**config.mk**
```make
export PLATFORM = sky130hd
export DESIGN_NAME = dpdm_txn_sched
export DESIGN_NICKNAME = d
export VERILOG_FILES = /design/src/rtl/dpdm_txn_sched.sv
export SDC_FILE = /design/constraint.sdc
export NUM_CORES = 1
export LEC_CHECK = 0
export ABC_CLOCK_PERIOD_IN_PS = 2400
export BUFFER_PORTS_ARGS = -buffer_cell sky130_fd_sc_hd__buf_2
export CORE_MARGIN = 2
export CORE_UTILIZATION = 45
export DETAILED_ROUTE_END_ITERATION = 16
export GPL_TIMING_DRIVEN = 1
export PLACE_DENSITY = 0.74
export SYNTH_ARGS = -nofsm -noshare
export SYNTH_HDL_FRONTEND = slang
export SYNTH_SLANG_ARGS = --single-unit
```
**constraint.sdc**
```tcl
create_clock -name clk -period 2.4 [get_ports clk]
set_input_delay 0.48 -clock clk [delete_from_list [all_inputs] [get_ports clk]]
set_output_delay 0.48 -clock clk [all_outputs]
set_load 0.1 [all_outputs]
```
**src/rtl/dpdm_txn_sched.sv**
```systemverilog
// dpdm_txn_sched: sequences token/data/handshake transmit, bus turnaround and timed reply wait for one host transaction.
module dpdm_txn_sched #(
    parameter int unsigned TOK_CYC  = 35,
    parameter int unsigned DATA_CYC = 95,
    parameter int unsigned HS_CYC   = 15,
    parameter int unsigned TURN_CYC = 2,
    parameter int unsigned TIMEOUT  = 200
) (
    input  logic       clk,
    input  logic       rst_b,
    input  logic       req_i,
    input  logic [1:0] kind_i,
    output logic       req_ack_o,
    output logic       busy_o,
    output logic [1:0] tx_type_o,
    output logic       tx_start_o,
    output logic       re_o,
    input  logic       rx_active_i,
    input  logic       rx_done_i,
    output logic       txn_done_o,
    output logic       timeout_o,
    output logic       err_o
);
    typedef enum logic [2:0] {IDLE, TX_TOK, TX_DATA, TX_HS, TURN, RX_WAIT, RX_PKT} state_t;
    localparam logic [7:0] TOK_LAST  = 8'(TOK_CYC - 1);
    localparam logic [7:0] DATA_LAST = 8'(DATA_CYC - 1);
    localparam logic [7:0] HS_LAST   = 8'(HS_CYC - 1);
    localparam logic [7:0] TURN_LAST = 8'(TURN_CYC - 1);
    localparam logic [7:0] TO_LAST   = 8'(TIMEOUT - 1);
    state_t     state_q, state_d;
    logic [7:0] cnt_q;
    logic [1:0] kind_q;
    logic       done_q, done_d, tmo_q, tmo_d;
    always_comb begin
        state_d = state_q;
        done_d  = 1'b0;
        tmo_d   = 1'b0;
        case (state_q)
            IDLE:    if (req_ack_o) state_d = (kind_i == 2'b10) ? TX_HS : TX_TOK;
            TX_TOK:  if (cnt_q == TOK_LAST) state_d = (kind_q == 2'b00) ? TX_DATA : TURN;
            TX_DATA: if (cnt_q == DATA_LAST) state_d = TURN;
            TX_HS:   if (cnt_q == HS_LAST) begin
                state_d = IDLE;
                done_d  = 1'b1;
            end
            TURN:    if (cnt_q == TURN_LAST) state_d = RX_WAIT;
            RX_WAIT: if (rx_done_i) begin
                state_d = IDLE;
                done_d  = 1'b1;
            end else if (rx_active_i) begin
                state_d = RX_PKT;
            end else if (cnt_q == TO_LAST) begin
                state_d = IDLE;
                tmo_d   = 1'b1;
            end
            RX_PKT:  if (rx_done_i) begin
                state_d = IDLE;
                done_d  = 1'b1;
            end else if (cnt_q == TO_LAST) begin
                state_d = IDLE;
                tmo_d   = 1'b1;
            end
            default: state_d = IDLE;
        endcase
    end
    always_ff @(posedge clk or negedge rst_b) begin
        if (!rst_b) begin
            state_q <= IDLE;
            cnt_q   <= 8'd0;
            kind_q  <= 2'b00;
            done_q  <= 1'b0;
            tmo_q   <= 1'b0;
        end else begin
            state_q <= state_d;
            cnt_q   <= (state_d != state_q) ? 8'd0 : cnt_q + 8'd1;
            kind_q  <= req_ack_o ? kind_i : kind_q;
            done_q  <= done_d;
            tmo_q   <= tmo_d;
        end
    end
    assign req_ack_o  = (state_q == IDLE) && req_i && (kind_i != 2'b11);
    assign err_o      = (state_q == IDLE) && req_i && (kind_i == 2'b11);
    assign busy_o     = state_q != IDLE;
    assign tx_type_o  = (state_q == TX_TOK)  ? 2'b01 :
                        (state_q == TX_DATA) ? 2'b10 :
                        (state_q == TX_HS)   ? 2'b11 : 2'b00;
    assign tx_start_o = (state_q inside {TX_TOK, TX_DATA, TX_HS}) && (cnt_q == 8'd0);
    assign re_o       = (state_q == RX_WAIT) || (state_q == RX_PKT);
    assign txn_done_o = done_q;
    assign timeout_o  = tmo_q;
endmodule

```
; ---- After elaboration in Yosys (flattened, before gate mapping)
; Cells that the tools add are included.
[totals]
regBits = 15
in_bits = 7
output_inout_bits = 9
elab_cells = 56
[op_classes]
n_addsub = 1
eq_ne = 15
muxes = 24
reduce_logical = 11
[op_table]
columns = op, n
row1 = 3-bit 2-to-1 mux, 10
row2 = 3-bit one-hot mux with 7 select lines, 1
row3 = 3-bit == test (second input constant), 3
row4 = 8-bit by 1-bit adder with 8-bit output (second input constant), 1
row5 = 8-bit by 1-bit == test with 1-bit output (second input constant), 1
row6 = 8-bit by 4-bit == test with 1-bit output (second input constant), 1
row7 = 8-bit by 6-bit == test with 1-bit output (second input constant), 1
row8 = 8-bit by 7-bit == test with 1-bit output (second input constant), 1
row9 = 8-bit == test (second input constant), 1
row10 = 8-bit logical NOT, 1
row11 = 2-bit 2-to-1 mux, 4
row12 = 8-bit 2-to-1 mux, 1
row13 = 3-bit by 2-bit == test with 1-bit output (second input constant), 2
row14 = 1-bit 2-to-1 mux, 6
row15 = 3-bit nonzero test, 2
row16 = 2-bit == test (second input constant), 2
row17 = 1-bit logical AND, 4
row18 = 1-bit one-hot mux with 2 select lines, 2
row19 = 3-bit by 1-bit == test with 1-bit output (second input constant), 1
row20 = 3-bit logical NOT, 1
row21 = 3-bit != test, 1
row22 = 2-bit logical NOT, 1
row23 = 2-bit != test (second input constant), 1
row24 = 2-bit OR reduction, 1
row25 = 1-bit logical OR, 1

; ---- Depth between registers and ports, before layout
[logic_depth]
word_depth = 7
mapped_depth = 7
depth_no_buf = 7

; ---- Worst setup path after synthesis
; OpenSTA, ideal clock, no wires.
[synth_path]
kind = input to output
from = input req_i
to = output err_o
arrival_ns = 3.275
required_time_ns = 1.920
setup_slack_ns = -1.355
cell_stages = 3
path_buffers = 1
path_cell_list = or4b_2 dlymetal6s2s_1 nor3_1
[synth_between]
elab_chain_len = 2
[synth_rtl]
columns = element, line_no
row1 = start: declaration, 11  ; input logic req_i,
row2 = 1-bit logical AND (2 in a row), 82  ; assign err_o = (state_q == IDLE) && req_i && (kind_i == 2'b11);
row3 = end: declaration, 22  ; output logic err_o
; Every way passes these cells.

; ---- Worst setup path after layout
[layout_path]
from = register cnt_q[7]
to = register cnt_q[0]
[layout_between]
elab_chain_len = 7
[layout_rtl]
columns = element, line_no
row1 = start: declaration, 31  ; logic [7:0] cnt_q;
row2 = start signal: assignment, 75  ; cnt_q <= (state_d != state_q) ? 8'd0 : cnt_q + 8'd1;
row3 = 8-bit == test, "52, 59"
row4 = 3-bit 2-to-1 mux, "52, 59"
row5 = 3-bit 2-to-1 mux, 50  ; end else if (rx_active_i) begin
row6 = 3-bit 2-to-1 mux, 47  ; RX_WAIT: if (rx_done_i) begin
row7 = 3-bit one-hot mux with 7 select lines *, 38  ; case (state_q)
row8 = 3-bit != test *, 75
row9 = 8-bit 2-to-1 mux *, 75
; Mark *: on every way between the ends. The rest lies on a longest branch, timed or not.
; A chain may end at the register's enable or synchronous reset.

==> results.rst <==
.. list-table::
   :header-rows: 1

   * - Metric
     - Value
   * - Mean instance size in the synthesized netlist
     - 9.17 um2
   * - Maximum achievable frequency
     - 441 MHz
   * - Net count, final
     - 158
   * - Period Utilization, post-route
     - 94.4%
   * - Die Area
     - 0.00288 mm2
   * - H-tree levels
     - 1
   * - Final total negative setup slack
     - 0 ns
   * - Core area
     - 0.00228 mm2
   * - Static Leak
     - 0.000605 uW
   * - Kind of critical path
     - reg -> reg
   * - Number of stages on the worst setup path
     - 6
   * - Number of antenna cells inserted
     - 0
   * - Critical path cell sequence
     - or4_4 > o41a_1 > a211oi_2 > mux2i_2 > buf_4 > nor3_1
   * - All-Layer GR Usage
     - 21.0%
   * - Maximum net fanout on the critical path
     - 8
   * - Worst reg2reg endpoint
     - cnt_q[0]
   * - Largest vdd supply drop
     - 0.000950 V
   * - Number of remaining DRC errors
     - 0
   * - Number of nets with antenna violations after routing
     - 0
   * - Post-synthesis sequential area ratio
     - 33.8%
   * - Placement Setup Slack
     - 0.163 ns
   * - Synthesized cell area
     - 0.00111 mm2
   * - Async SR Flop Fraction
     - 100%
   * - Initial Util
     - 48.8%
   * - Number of buffers inserted by port buffering
     - 15
   * - Hold buffers post-CTS
     - 0
   * - Power Dens Cells
     - 1090 mW/mm2
   * - Final clock skew
     - 0.000725 ns
   * - Max-slew violation total from the final report
     - 0
   * - Destination of the critical timing path
     - cnt_q[0]
   * - Final HPWL DP
     - 1980 um
   * - Worst reg-to-reg setup slack
     - 0.13 ns
   * - Ys flop type
     - dfrtp_1
   * - Mapped Cells
     - 121
   * - Die Wd
     - 53.7 um
   * - Number of global-route vias before repair
     - 870
   * - Number of warnings issued by yosys
     - 0
   * - WL/cell
     - 15.3 um
   * - Number of clock sinks
     - 15
   * - Critical path launch point
     - cnt_q[7]
   * - Worst hold-check path type
     - in -> async
   * - Launching element type of the critical path
     - flip-flop
   * - Die Ht
     - 53.7 um
   * - Unrepaired setup endpoints after global routing
     - false
   * - DP Area
     - 0.00131 mm2
   * - Clock tree from TritonCTS
     - yes
   * - Critical Path RT
     - 2.58 ns
   * - Global route total overflow
     - 0
   * - Final critical path time including I/O delays and setup
     - 2.27 ns
   * - Critical path endpoint category
     - flip-flop
   * - Max Buffers Root-to-Sink
     - 2
   * - Number of buffer and inverter stages on the critical path
     - 1
   * - Crit-path max cell delay
     - 0.56 ns
   * - Cells on worst reg2reg path
     - 6
   * - Final standard cell area without fillers
     - 0.00134 mm2
   * - Violation count after the first detailed-routing iteration
     - 38
   * - Max-cap violations
     - 0
   * - Critical register-to-register path startpoint
     - cnt_q[7]
   * - Tightest Pin Transition
     - 0.492 ns
   * - Clock edge transition at the registers on the reported setup and hold paths
     - 0.09 ns
   * - Setup fix buffers added after clock tree synthesis
     - 0
   * - Ports
     - 16
   * - Sum of routed wire length over all layers
     - 2670 um
   * - Final weighted congestion in routability-driven placement
     - 0.884
   * - Final setup violation count
     - 0
   * - Total via count after detailed routing
     - 1012
   * - Core Rows
     - 17
   * - Initial antenna violation count
     - 0
   * - Post-synthesis sequential element count
     - 15
   * - Library cell used as clock root buffer
     - clkbuf_4
   * - Wire length of the first global-routing pass
     - 4230 um
   * - Syn_nets
     - 132
   * - Vias per std cell
     - 5.82
   * - CTS buffer count
     - 3
   * - CP max stage cell
     - or4_4
   * - Unique masters post-synth
     - 49
   * - Run status
     - finished, final reports clean
   * - Proportion of layout cells with a drive suffix above 1
     - 30.1%
   * - Source-to-sink clock delay at the later pin of the worst-skew pair
     - 0.29 ns
   * - Syn-to-layout area delta
     - 20.7%
   * - Relative slew slack
     - 67.4%
   * - Maximum number of pins on one net before global-route repair
     - 16
   * - Final setup margin
     - 0.135 ns
   * - Total iterations of the first detailed-routing run
     - 4
   * - Count of flip-flops with a built-in enable after synthesis
     - 0
   * - Final hold violation count
     - 0
   * - Minimum hold slack
     - 0.0753 ns
   * - Worst path top cell family by delay
     - compound AO/OA/AOI/OAI gates
   * - Arrival time of data at the critical path endpoint
     - 2.44 ns
## synthesized netlist by cell type, drive strengths merged, types with 3 or more instances
| library cell | instances | area share [%] |
|---|---|---|
| nand3 | 7 | 3.2 |
| nor2 | 11 | 3.7 |
| clkbuf | 4 | 4.1 |
| and3 | 3 | 1.9 |
| nor3 | 11 | 5.0 |
| nor2b | 5 | 2.8 |
| xor2 | 5 | 3.9 |
| nand2 | 3 | 1.0 |
| ha | 4 | 4.5 |
| dfrtp | 15 | 34 |
| o21ai | 4 | 1.8 |
| inv | 8 | 2.7 |
| nor4 | 3 | 1.7 |
## sequential cells by signal, indices dropped and copies added (netlist names)
signal      count
cnt_q           8
kind_q          2
state_q         3
timeout_o       1
txn_done_o      1
## worst min path at each step
stage	to	cells after the start	slack [ns]	from
global route	txn_done_o	1	0.09	rst_b
CTS	txn_done_o	1	0.08	rst_b
global placement	txn_done_o	1	0.40	rst_b
floorplan	cnt_q[0]	0	0.18	rst_b
detailed placement	txn_done_o	1	0.40	rst_b
finish	txn_done_o	1	0.08	rst_b
## worst reg2reg max path, stage by stage (launching register included)
cell and delay, ns:
dfrtp_1 0.46, or4_4 0.57, o41a_1 0.34, a211oi_2 0.31, mux2i_2 0.24, buf_4 0.18, nor3_1 0.06
## timing repair
| action | CTS | global route |
|---|---|---|
| gates cloned | 0 | 0 |
| endpoints found under the hold margin | 0 | 0 |
| gates resized for setup | 1 | 1 |
| endpoints found under the setup margin | 1 | 1 |
## per-layer routing
layer	track usage, %	routed length, um	vias up
met1	28.9	1150	480
met5	0	0	-
li1	-	-	494
met3	3.33	177	5
met4	7.69	37	0
met2	33.1	1300	33
## through the flow
stage          utilization [%]  power, uW  std cells
3_5_place_dp              57.4       1310        170
5_1_grt                   58.9       1560        174
4_1_cts                   58.8       1460        174
6_report                  58.9       1460        174
3_3_place_gp              57.4       1290        170
2_1_floorplan                -       1050        121
## layout make-up
class	instances	area [um2]
Fill cell	189	936
Multi-Input combinational cell	92	661
Sequential cell	15	375
Timing Repair Buffer	27	213
Tap cell	28	35.0
Inverter	8	30.0
Clock buffer	4	26.3
## cell usage in the layout, fill, tap and decap left out, drive strengths merged, types with 2 or more instances in the layout
cell,netlist,routed
buf,1,26
o31ai,2,2
xor2,5,5
nor2b,5,5
and3,3,3
clkbuf,4,5
nor2,11,11
nor3,11,11
nand2,3,3
or3,2,2
or4bb,2,2
ha,4,4
nor4,3,3
nand3,7,7
nand3b,2,2
inv,8,8
nand2b,2,2
o21ai,4,4
dfrtp,15,15
a21oi,2,2
## report_power, final
| part | total [uW] | internal [uW] | switching, uW |
|---|---|---|---|
| sequential | 392 | 315 | 77.8 |
| combinational | 917 | 349 | 568 |
| clock | 151 | 64.7 | 86.6 |
## kinds of logic (layout without fill, tap and decap cells)
| logic type | Yosys count | in the layout | share of synthesized area, % |
|---|---|---|---|
| XOR/XNOR | 6 | 6 | 4.74 |
| buffers and inverters | 14 | 39 | 8.91 |
| flip-flops | 15 | 15 | 33.8 |
| AO/OA/AOI/OAI | 22 | 22 | 15.2 |
| AND/OR/NAND/NOR | 59 | 59 | 31.6 |
| adder cells (fa/ha/maj) | 4 | 4 | 4.51 |
| multiplexers | 1 | 1 | 1.24 |
Note: power is estimated with default switching activity, not from simulation.
